`src/rtl/exe_seq_ctrl.sv`:
```
// -----------------------------------------------------------------------------
// exe_seq_ctrl
//
// Command sequencer for the four-operation execution unit (subtract, compare,
// shift, bit change). Host commands are buffered in a small FIFO and issued
// one at a time to the unit's registered inputs. The result and status are
// captured once the unit's one-cycle register latency has elapsed, then held
// on a valid/ready result port. Supports chaining, where the last captured
// result replaces operand A, and sticky error tracking.
//
// Optional feature macro: EXE_SEQ_HALT_ON_ERR_EN
//   defined   : a consumed result with the ERROR bit set stops issuing (HALT)
//               until i_err_clr is pulsed; queued commands are kept.
//   undefined : errors only set o_err_sticky; issuing never stops.
//
// Parameters
//   BITS      operand/result width (must match the execution unit)
//   DEPTH     command FIFO entries (power of two, >= 2)
//   ERROR_BIT position of the ERROR flag in the unit's status (macros.hv)
//
// Ports
//   i_clk, i_rst          clock, asynchronous active-low reset
//   i_cmd_valid/o_cmd_ready, i_cmd_op/a/b/chain   command push interface
//   o_exe_a/b/op          operands and opcode driven to the execution unit
//   i_exe_out/status      registered result and status from the unit
//   o_res_valid/i_res_ready, o_res_data/status    result handshake
//   o_err_sticky, i_err_clr                       sticky error flag / clear
//   o_busy                sequencer active or commands pending
// -----------------------------------------------------------------------------
module exe_seq_ctrl #(
    parameter int BITS      = 8,
    parameter int DEPTH     = 4,
    parameter int ERROR_BIT = 1
) (
    input  logic            i_clk,
    input  logic            i_rst,
    input  logic            i_cmd_valid,
    output logic            o_cmd_ready,
    input  logic [1:0]      i_cmd_op,
    input  logic [BITS-1:0] i_cmd_a,
    input  logic [BITS-1:0] i_cmd_b,
    input  logic            i_cmd_chain,
    output logic [BITS-1:0] o_exe_a,
    output logic [BITS-1:0] o_exe_b,
    output logic [1:0]      o_exe_op,
    input  logic [BITS-1:0] i_exe_out,
    input  logic [3:0]      i_exe_status,
    output logic            o_res_valid,
    input  logic            i_res_ready,
    output logic [BITS-1:0] o_res_data,
    output logic [3:0]      o_res_status,
    output logic            o_err_sticky,
    input  logic            i_err_clr,
    output logic            o_busy
);

    localparam int PW = (DEPTH > 1) ? $clog2(DEPTH) : 1;
    localparam int CW = $clog2(DEPTH + 1);
    localparam int EW = 2 + BITS + BITS + 1;
    localparam logic [CW-1:0] FULL_CNT = CW'(DEPTH);

    localparam logic [2:0] S_IDLE  = 3'd0;
    localparam logic [2:0] S_ISSUE = 3'd1;
    localparam logic [2:0] S_WAIT  = 3'd2;
    localparam logic [2:0] S_HOLD  = 3'd3;
    localparam logic [2:0] S_HALT  = 3'd4;

    // Command FIFO storage: each entry is {op, a, b, chain}
    logic [EW-1:0]   r_mem [DEPTH];
    logic [PW-1:0]   r_wptr;
    logic [PW-1:0]   r_rptr;
    logic [CW-1:0]   r_count;

    logic [2:0]      r_state;
    logic [BITS-1:0] r_exe_a;
    logic [BITS-1:0] r_exe_b;
    logic [1:0]      r_exe_op;
    logic            r_res_valid;
    logic [BITS-1:0] r_res_data;
    logic [3:0]      r_res_status;
    logic            r_err_sticky;

    logic            w_push;
    logic            w_pop;
    logic            w_not_empty;
    logic            w_halt_go;
    logic [EW-1:0]   w_head;
    logic [1:0]      w_head_op;
    logic [BITS-1:0] w_head_a;
    logic [BITS-1:0] w_head_b;
    logic            w_head_chain;

    // Ready depends only on the registered count, so a same-cycle pop never
    // lets a full FIFO accept (no bypass path).
    assign o_cmd_ready = (r_count != FULL_CNT);
    assign w_push      = i_cmd_valid && o_cmd_ready;
    assign w_not_empty = (r_count != '0);

    assign w_head = r_mem[r_rptr];
    assign {w_head_op, w_head_a, w_head_b, w_head_chain} = w_head;

`ifdef EXE_SEQ_HALT_ON_ERR_EN
    // The decision is taken on the result being consumed, held in r_res_status.
    assign w_halt_go = r_res_status[ERROR_BIT];
`else
    assign w_halt_go = 1'b0;
`endif

    // A command leaves the FIFO either straight from IDLE or back-to-back when
    // the previous result is consumed and no halt is pending.
    assign w_pop = w_not_empty &&
                   ((r_state == S_IDLE) ||
                    ((r_state == S_HOLD) && i_res_ready && !w_halt_go));

    always_ff @(posedge i_clk) begin
        if (w_push) begin
            r_mem[r_wptr] <= {i_cmd_op, i_cmd_a, i_cmd_b, i_cmd_chain};
        end
    end

    // Pointers wrap naturally because DEPTH is a power of two.
    always_ff @(posedge i_clk or negedge i_rst) begin
        if (!i_rst) begin
            r_wptr  <= '0;
            r_rptr  <= '0;
            r_count <= '0;
        end else begin
            if (w_push) begin
                r_wptr <= r_wptr + PW'(1);
            end
            if (w_pop) begin
                r_rptr <= r_rptr + PW'(1);
            end
            if (w_push && !w_pop) begin
                r_count <= r_count + CW'(1);
            end else if (w_pop && !w_push) begin
                r_count <= r_count - CW'(1);
            end
        end
    end

    // Sequencer: loading the operands happens on the pop itself, so the unit
    // registers them on the following edge (ISSUE) and its output is ready to
    // be captured one edge later (WAIT).
    always_ff @(posedge i_clk or negedge i_rst) begin
        if (!i_rst) begin
            r_state      <= S_IDLE;
            r_exe_a      <= '0;
            r_exe_b      <= '0;
            r_exe_op     <= '0;
            r_res_valid  <= 1'b0;
            r_res_data   <= '0;
            r_res_status <= '0;
        end else begin
            if (w_pop) begin
                r_exe_op <= w_head_op;
                r_exe_b  <= w_head_b;
                r_exe_a  <= w_head_chain ? r_res_data : w_head_a;
            end
            case (r_state)
                S_IDLE: begin
                    if (w_pop) begin
                        r_state <= S_ISSUE;
                    end
                end
                S_ISSUE: begin
                    r_state <= S_WAIT;
                end
                S_WAIT: begin
                    r_res_data   <= i_exe_out;
                    r_res_status <= i_exe_status;
                    r_res_valid  <= 1'b1;
                    r_state      <= S_HOLD;
                end
                S_HOLD: begin
                    if (i_res_ready) begin
                        r_res_valid <= 1'b0;
                        if (w_halt_go) begin
                            r_state <= S_HALT;
                        end else if (w_pop) begin
                            r_state <= S_ISSUE;
                        end else begin
                            r_state <= S_IDLE;
                        end
                    end
                end
                S_HALT: begin
                    if (i_err_clr) begin
                        r_state <= S_IDLE;
                    end
                end
                default: begin
                    r_state <= S_IDLE;
                end
            endcase
        end
    end

    // Setting wins over a coincident clear so an error is never lost.
    always_ff @(posedge i_clk or negedge i_rst) begin
        if (!i_rst) begin
            r_err_sticky <= 1'b0;
        end else if ((r_state == S_WAIT) && i_exe_status[ERROR_BIT]) begin
            r_err_sticky <= 1'b1;
        end else if (i_err_clr) begin
            r_err_sticky <= 1'b0;
        end
    end

    assign o_exe_a      = r_exe_a;
    assign o_exe_b      = r_exe_b;
    assign o_exe_op     = r_exe_op;
    assign o_res_valid  = r_res_valid;
    assign o_res_data   = r_res_data;
    assign o_res_status = r_res_status;
    assign o_err_sticky = r_err_sticky;
    assign o_busy       = (r_state != S_IDLE) || w_not_empty;

endmodule

```
`config.mk`:
```
export PLATFORM = sky130hd
export DESIGN_NAME = exe_seq_ctrl
export DESIGN_NICKNAME = d
export VERILOG_FILES = /design/src/rtl/exe_seq_ctrl.sv
export SDC_FILE = /design/constraint.sdc
export NUM_CORES = 1
export LEC_CHECK = 0
export CAP_MARGIN = 40
export CORE_UTILIZATION = 58
export DETAILED_ROUTE_END_ITERATION = 16
export HOLD_SLACK_MARGIN = 0.06
export PLACE_DENSITY_LB_ADDON = 0.05
export REMOVE_ABC_BUFFERS = 1
export SLEW_MARGIN = 5
export SYNTH_ARGS = -nofsm -noshare
export SYNTH_HDL_FRONTEND = slang
export SYNTH_SLANG_ARGS = --single-unit
```
`constraint.sdc`:
```
create_clock -name i_clk -period 6.8 [get_ports i_clk]
set_input_delay 1.36 -clock i_clk [delete_from_list [all_inputs] [get_ports i_clk]]
set_output_delay 1.36 -clock i_clk [all_outputs]
set_load 0.01 [all_outputs]
```
## Yosys cells after proc, flatten, opt, wreduce, memory -nomap -nowiden

Memories as Yosys holds them, arrays and structs flattened.
Cells that the tools add are included.

- $add $sub $neg: 4
- Equality and inequality tests: 8
- Multiplexer cells: 14
- Reduce and logical (&&, ||, !) cells: 18

Operators with widths:

| cell | count |
|---|---|
| 2-to-1 mux 3 bit | 5 |
| case mux 3 bit (5 select lines) | 1 |
| 2-to-1 mux 8 bit | 1 |
| equality test 3 x 2 -> 1 bit (second input constant) | 2 |
| logical AND 1 bit | 6 |
| 2-to-1 mux 1 bit | 6 |
| != test 2 bit (second input constant) | 3 |
| nonzero test 2 bit | 3 |
| nonzero test 3 bit | 2 |
| adder 2 x 1 -> 2 bit (second input constant) | 2 |
| adder 3 x 1 -> 3 bit (second input constant) | 1 |
| equality test 3 x 1 -> 1 bit (second input constant) | 1 |
| equality test 3 bit (second input constant) | 1 |
| logical NOT 3 bit | 1 |
| != test 3 bit (second input constant) | 1 |
| AND reduction 3 bit | 1 |
| subtractor 3 x 1 -> 3 bit (second input constant) | 1 |
| logical NOT 1 bit | 2 |
| logical OR 1 bit | 2 |
| case mux 1 bit (2 select lines) | 1 |
| AND reduction 2 bit | 1 |

- Bits in registers: 42
- Memory bits (writable): 76
- Bits of input ports: 36
- Output and inout port bits: 34
- Word-level logic and storage cells: 56
- Memories: 1

Memory list:

| name | words | width | read ports | clocked after memory_dff | wr ports | line | text |
|---|---|---|---|---|---|---|---|
| r_mem | 4 | 19 | 1 | 0 | 1 | 69 | `logic [EW-1:0] r_mem [DEPTH];` |

## Depth between registers and ports, before layout

Gate-level depths: netlist of run 1.

- Depth after elaboration: 7
- Mapped depth: 11
- Gate-level depth less buffers: 11

## Worst setup path before layout of run 1

No wires, ideal clock.

- Path kind: input to register
- Start: in i_res_ready
- End: reg r_count[2]
- Setup time: 79 ps
- Data arrival time: 2837 ps
- Data required time: 6721 ps
- Setup slack: 3884 ps
- Cell stages on the path: 9
- Path buffers: 0
- Cell sequence: a21oi_2 > nor2_1 > clkinv_1 > ha_1 > inv_1 > fa_1 > xor2_1 > nor2_1 > xor2_1

- Longest elaborated chain between the ends: 6
- Elaborated cells between the ends (all ways): 8
- Those cells by class: mux: 1; reduce/logical: 7

RTL lines:

| element | line | text |
|---|---|---|
| start: declaration | 49 | `input logic i_res_ready,` |
| logical AND 1 bit * | 113 | `((r_state == S_HOLD) && i_res_ready && !w_halt_go));` |
| logical OR 1 bit * | 112 | `((r_state == S_IDLE) \|\|` |
| logical AND 1 bit * | 111 | `assign w_pop = w_not_empty &&` |
| logical NOT 1 bit | 134 | `if (w_push && !w_pop) begin` |
| logical AND 1 bit | 134 |  |
| 2-to-1 mux 3 bit or nonzero test 2 bit (tied branches) | -- |  |
| end signal: assignment | 135 | `r_count <= r_count + CW'(1);` |
| end signal: assignment | 137 | `r_count <= r_count - CW'(1);` |
| end: declaration | 72 | `logic [CW-1:0] r_count;` |

Every way passes the cells marked *; elsewhere a longest branch is shown, timed or not.
A chain may end at the register's enable or synchronous reset.

## Worst setup path after layout of run 1

- Start: in i_res_ready
- End: reg r_count[1]

The elaborated chain is that of the path after synthesis.

==> summary.md, run 1 <==
| Metric | Value |
|---|---|
| Status | `finished, final reports clean` |
| Total I/O pin count | `70` |
| Number of diodes | `0` |
| Initial DRC count | `157` |
| Die Area | `8332 um2` |
| Largest net degree at the start of global routing | `25` |
| Post-CTS sizing | `0` |
| Final instance area | `6125 um2` |
| Max VDD drop | `0.3512 mV` |
| Critical path class | `in2reg` |
| NumNets Final | `371` |
| Worst path max stage delay | `0.55 ns` |
| Setup TNS | `0 ns` |
| CP Launch Point | `i_res_ready` |
| Worst-Margin Slew | `0.7170 ns` |
| FF-to-FF End | `r_count[2]` |
| TritonCTS clock tree | `yes` |
| Worst-path cell chain | `clkdlybuf4s50_1 > a21oi_2 > nor2_1 > buf_4 > clkinv_1 > ha_1 > inv_1 > fa_1 > mux2_2` |
| Hold crit path type | `reg2reg` |
| R2r setup slk | `3.88 ns` |
| Slew HR | `51.94%` |
| RePlAce Congestion | `0.7454` |
| Startpoint types | `input pin` |
| Grt ovf | `0` |
| Tot GR Track Use | `23.54%` |
| Via count | `2495` |
| Max Cap Violations | `0` |
| Sequential Area | `3308 um2` |
| Post-DP HPWL | `5.391 mm` |
| Post CTS Setup Buffer Count | `0` |
| Vias in the first global route | `2598` |
| Main synth FF type | `edfxtp_1` |
| Routed wire length | `8.835 mm` |
| Syn Inst Count | `239` |
| Slowest cell on crit path | `clkdlybuf4s50_1` |
| Post-route ant nets | `0` |
| Crit path depth | `9` |
| Clock skew | `0.007277 ns` |
| H-tree levels | `4` |
| WP data arrival | `3.96 ns` |
| Placed cell areas | `5480 um2` |
| CTS Hold Bufs | `0` |
| Layout cells sized above 1 | `23.89%` |
| Core footprint | `7727 um2` |
| Initial antenna violation count | `0` |
| Cell family with most CP delay | `buffers and inverters` |
| Critical path buffers and inverters | `4` |
| Worst Reg-to-Reg Cells | `10` |
| Post-DR wirelength/cell | `20.03 um` |
| Worst-path clk slew | `0.06 ns` |
| Number of synthesized flops with an enable pin | `76` |
| Initial Util | `59.83%` |
| Setup violators final | `0` |
| Power Density | `504.2 nW/um2` |
| Period utilisation layout | `52.43%` |
| Min cycle time layout | `3.565 ns` |
| Number of remaining DRC errors | `0` |
| Yosys reg bits | `117` |
| Clock latency on the worst-skew pair | `0.51 ns` |
| Worst-path maximum fanout | `11` |
| Endpoints failing hold | `0` |
| Synthesis-to-layout area growth | `32.48%` |
| CP required | `7.19 ns` |
| Asr flop ratio synth | `35.04%` |
| CTS Sinks | `117` |
| RSZ-0062 raised after global routing | `false` |
| Root Buffer | `clkbuf_8` |
| Drt via density | `5.658` |
| CTS Buf Count | `17` |
| Die H | `91.28 um` |
| # rows | `32` |
| Final slew viol count | `0` |
| Synth warn | `0` |
| Synth cell types | `31` |
| Post-Syn Area | `4623 um2` |
| Layout fillers | `404` |
| CP Capture Type | `register` |
| PortBufs | `69` |
| RR Startpoint | `r_count[1]` |
| Static leakage | `2.308 nW` |
| End of the critical path | `r_count[1]` |
| Multi-input logic area | `1217 um2` |
| F_max | `280.5 MHz` |
| Clk buf depth | `2` |
| Synthesized area per cell | `19.34 um2` |
| Drt pass-1 iters | `4` |
| Die X | `91.28 um` |
| First-pass GRT wire length | `13.79 mm` |
| Sequential area share after synthesis | `71.56%` |
## report_power, final
part / switching (mW) / internal (mW)
sequential: 0.138 / 0.993
combinational: 0.452 / 0.577
clock: 0.320 / 0.608
total: 0.911 / 2.18
## cells in the mapped netlist (4+ instances only)
cell / instances / share of area, %
o21ai_1: 8 / 0.87
dfrtp_1: 41 / 22
edfxtp_1: 76 / 49
mux2_2: 16 / 3.9
ha_1: 8 / 2.2
inv_1: 8 / 0.65
mux4_1: 6 / 3.4
o21ai_0: 10 / 1.1
nor2_1: 4 / 0.32
mux2_4: 8 / 2.6
mux4_2: 13 / 6.3
mux2i_1: 8 / 1.7
and2_1: 4 / 0.54
## cell type report
type                    instances  area share [%]
clock buffers                  18           6.987
repair buffers                 77           13.20
flip-flops and latches        117           54.01
inverters                       9          0.5516
multi-input cells             104           19.88
clock inverters                14           3.289
well taps                     102           2.084
## metal layers
metal  up-vias  global-route usage, %  part of all wire (%)
met5         -                      0                     0
met4         0                  10.32                   1.4
met3        15                  7.119                   4.6
met2        82                  37.56                    51
met1      1302                  30.20                    43
li1       1096                      -                     -
## flip-flops by register name (all words and copies together) (netlist names)
name / flops
r_state: 2
r_mem: 76
o_res_valid: 1
o_res_data: 8
o_exe_a: 8
o_exe_op: 2
o_err_sticky: 1
o_res_status: 4
o_exe_b: 8
r_wptr: 2
r_rptr: 2
r_count: 3
## layout by cell type, fill, tap and decap left out, drive strengths merged, types with 5 or more instances in the layout
master,synthesis,layout
edfxtp,76,76
clkdlybuf4s50,0,68
dfrtp,41,41
mux2,24,24
mux4,19,19
clkbuf,2,18
o21ai,18,18
inv,8,10
buf,7,9
mux2i,8,8
ha,8,8
clkinvlp,0,5
## logic make-up (layout without fill, tap and decap cells)
kind of cell / count (synthesis) / in the layout / synth area share (%)
fa+ha+maj: 9 / 9 / 2.598
flops: 117 / 117 / 71.56
buf+inv: 18 / 118 / 2.111
simple gates: 14 / 14 / 1.624
mux: 51 / 51 / 17.97
compound gates: 24 / 24 / 3.004
xor+xnor: 6 / 6 / 1.137
## worst min path at each step
stage | cells after the start | startpoint | slack (ns) | to
after floorplan | 1 | r_state[0] | 0.50 | r_state[0]
after global placement | 1 | o_res_status[2] | 0.49 | o_res_status[2]
after detailed placement | 1 | o_exe_b[4] | 0.49 | o_exe_b[4]
after CTS | 1 | o_res_status[2] | 0.51 | o_res_status[2]
after global routing | 1 | o_exe_op[0] | 0.53 | o_exe_op[0]
final | 1 | o_res_status[2] | 0.50 | o_res_status[2]
## stage by stage
step	total power, mW	utilization, %	cells	hold slack (ns)	setup WS, ns
finish	3.088	79.26	441	0.5049	3.235
global route	3.225	79.26	441	0.5263	3.083
CTS	3.107	79.06	440	0.5083	3.198
detailed placement	2.154	70.92	408	0.4927	2.802
global placement	2.088	69.72	403	0.4912	2.920
floorplan	1.719	-	230	0.4996	3.050
Note: power is estimated with default switching activity, not from simulation.
==> run 2: changes to the inputs <==
--- a/config.mk
+++ b/config.mk
@@ -6,7 +6,7 @@
 export NUM_CORES = 1
 export LEC_CHECK = 0
 export CAP_MARGIN = 40
-export CORE_UTILIZATION = 58
+export CORE_UTILIZATION = 48
 export DETAILED_ROUTE_END_ITERATION = 16
 export HOLD_SLACK_MARGIN = 0.06
 export PLACE_DENSITY_LB_ADDON = 0.05
==> constraint.sdc (replaced) <==
create_clock -name i_clk -period 2.9 [get_ports i_clk]
set_input_delay 0.58 -clock i_clk [delete_from_list [all_inputs] [get_ports i_clk]]
set_output_delay 0.58 -clock i_clk [all_outputs]
set_load 0.01 [all_outputs]
==> run 2 against run 1 <==
- final cell count increased by 7.3%
- core utilization is 14 points lower
- largest cell class unchanged
- first-iteration DRC count decreased by 48%
- final area down 0.61%
- clock power is 110% higher
- largest power group unchanged
==> summary.md, run 2 (synthesis results as in run 1) <==
| Metric | Value |
|---|---|
| Status | `finished, final reports clean` |
| Die H | `100.1 um (+9.7%)` |
| Startpoint types | `register` |
| Final slew viol count | `0 (unchanged)` |
| Layout cells sized above 1 | `23.84% (-0.057 points)` |
| Setup TNS | `0 ns (unchanged)` |
| Number of diodes | `0 (unchanged)` |
| Routed wire length | `8.651 mm (-2.1%)` |
| Worst-path cell chain | `nor3_2 > nand2_1 > clkdlybuf4s50_1` |
| H-tree levels | `4 (unchanged)` |
| Largest net degree at the start of global routing | `29 (+16%)` |
| Min cycle time layout | `2.594 ns` |
| Critical path buffers and inverters | `1 (-3)` |
| NumNets Final | `377 (+1.6%)` |
| Root Buffer | `clkbuf_8` |
| RSZ-0062 raised after global routing | `false` |
| Max VDD drop | `0.5133 mV (+46%)` |
| Core footprint | `9284 um2 (+20%)` |
| Drt via density | `5.146 (-9.0%)` |
| Vias in the first global route | `2601 (+0.12%)` |
| Post-DP HPWL | `5.640 mm (+4.6%)` |
| Initial antenna violation count | `0 (unchanged)` |
| Post-CTS sizing | `0 (unchanged)` |
| Hold path depth | `1 (unchanged)` |
| Pwr Total | `6.984 mW (+130%)` |
| Period utilisation layout | `89.46%` |
| CTS Sinks | `117 (unchanged)` |
| Crit path depth | `3 (-6)` |
| Worst-path clk slew | `0.06 ns (about the same)` |
| Grt ovf | `0 (unchanged)` |
| Initial Util | `49.80% (-10 points)` |
| Die Area | `10030 um2 (+20%)` |
| Initial DRC count | `82 (-48%)` |
| PortBufs | `69 (unchanged)` |
| Power Density | `1147 nW/um2 (+130%)` |
| Slowest cell on crit path | `clkdlybuf4s50_1` |
| Clock skew | `0.009069 ns (+0.001792 ns)` |
| Critical path class | `reg2out` |
| Die X | `100.1 um (+9.7%)` |
| Via count | `2434 (-2.4%)` |
| Worst Reg-to-Reg Cells | `11 (+1)` |
| Commonest cells after routing, fill and taps aside | `edfxtp_1, clkdlybuf4s50_1, dfrtp_1` |
| Number of remaining DRC errors | `0 (unchanged)` |
| Most common cell after layout, fill and taps aside | `edfxtp_1` |
| Setup violators final | `0 (unchanged)` |
| CP required | `2.32 ns (-4.87 ns)` |
| WP data arrival | `2.01 ns (-1.95 ns)` |
| Synthesis-to-layout area growth | `31.66%` |
| Drt pass-1 iters | `4 (unchanged)` |
| First-pass GRT wire length | `13.74 mm (-0.36%)` |
| Clock latency on the worst-skew pair | `0.50 ns (about the same)` |
| # rows | `35 (+9.4%)` |
| Worst path max stage delay | `0.49 ns (-0.06 ns)` |
| Total I/O pin count | `70 (unchanged)` |
| Max Cap Violations | `0 (unchanged)` |
| Slew HR | `50.10% (-1.8 points)` |
| Reg with most FFs | `r_mem` |
| CTS Buf Count | `17 (unchanged)` |
| CP Capture Type | `output port` |
| TritonCTS clock tree | `yes` |
| Clk buf depth | `2 (unchanged)` |
| Max FFs per register | `76 (unchanged)` |
| Static leakage | `2.307 nW (about the same)` |
| Tot GR Track Use | `19.35% (-4.2 points)` |
| Endpoints failing hold | `0 (unchanged)` |
| Hold crit path type | `reg2reg` |
| Post-route ant nets | `0 (unchanged)` |
| Worst-path maximum fanout | `7 (-4)` |
| Worst-Margin Slew | `0.7485 ns (+0.03157 ns)` |
| F_max | `385.4 MHz` |
| Cell family with most CP delay | `simple AND/OR/NAND/NOR gates` |
| RePlAce Congestion | `0.7203 (-3.4%)` |
| Post-DR wirelength/cell | `18.29 um (-8.7%)` |
[run 2: cell types whose count changed in the layout (fill, tap and decap cells not counted), sizes merged]
cell         before  now
buf               9   14
bufinv            4    3
clkbuf           18   20
clkinv            4    7
clkinvlp          5    2
dlygate4sd3       0    1
inv              10    8
[run 2: cell type report]
type                    instances  area (um2)
flip-flops and latches        117        3308
fillers                       680        3197
multi-input cells             104        1217
repair buffers                 83       805.8
clock buffers                  20       425.4
well taps                     129       161.4
clock inverters                11       135.1
inverters                       9       33.78
[run 2: metrics by stage]
| stage | worst slack (ns) | instance area (um2) | hold WS (ns) | util (%) | std cells |
|---|---|---|---|---|---|
| 6_report | 0.3056 | 6087 | 0.5038 | 65.57 | 473 |
| 5_1_grt | 0.1631 | 6087 | 0.5245 | 65.57 | 473 |
| 4_1_cts | 0.2637 | 6087 | 0.5092 | 65.57 | 473 |
| 3_5_place_dp | 0.1070 | 5517 | 0.4965 | 59.42 | 441 |
| 3_3_place_gp | 0.1692 | 5497 | 0.4921 | 59.20 | 440 |
| 2_1_floorplan | -0.1486 | 4559 | 0.2844 | - | 230 |
[run 2: worst paths after layout]
kind / start / to / slack [ns]
min in group asynchronous: i_rst / o_res_status[2] / 0.53
max reg2reg: r_state[0] / r_count[2] / 0.53
max in group asynchronous: i_rst / r_rptr[0] / 1.89
max: r_count[0] / o_busy / 0.31
min: o_res_status[2] / o_res_status[2] / 0.50
min reg2reg: o_res_status[2] / o_res_status[2] / 0.50
[run 2: what timing repair did]
item,in CTS,in global routing
hold buffers,1,0
endpoints found under the hold margin,13,0
setup buffers,0,0
[run 2: routing by layer]
| metal | global-route usage [%] | share of wire, % | up-vias |
|---|---|---|---|
| met4 | 7.246 | 0.95 | 0 |
| met3 | 6.267 | 5.0 | 7 |
| met2 | 30.56 | 50 | 72 |
| li1 | - | - | 1106 |
| met5 | 0 | 0 | - |
| met1 | 25.24 | 44 | 1249 |
[run 2: power breakdown]
| group | internal (mW) | switching (mW) | total, mW |
|---|---|---|---|
| Combinational | 1.35 | 1.03 | 2.38 |
| Sequential | 2.33 | 0.302 | 2.63 |
| Clock | 1.29 | 0.684 | 1.97 |
| Total | 4.97 | 2.02 | 6.98 |
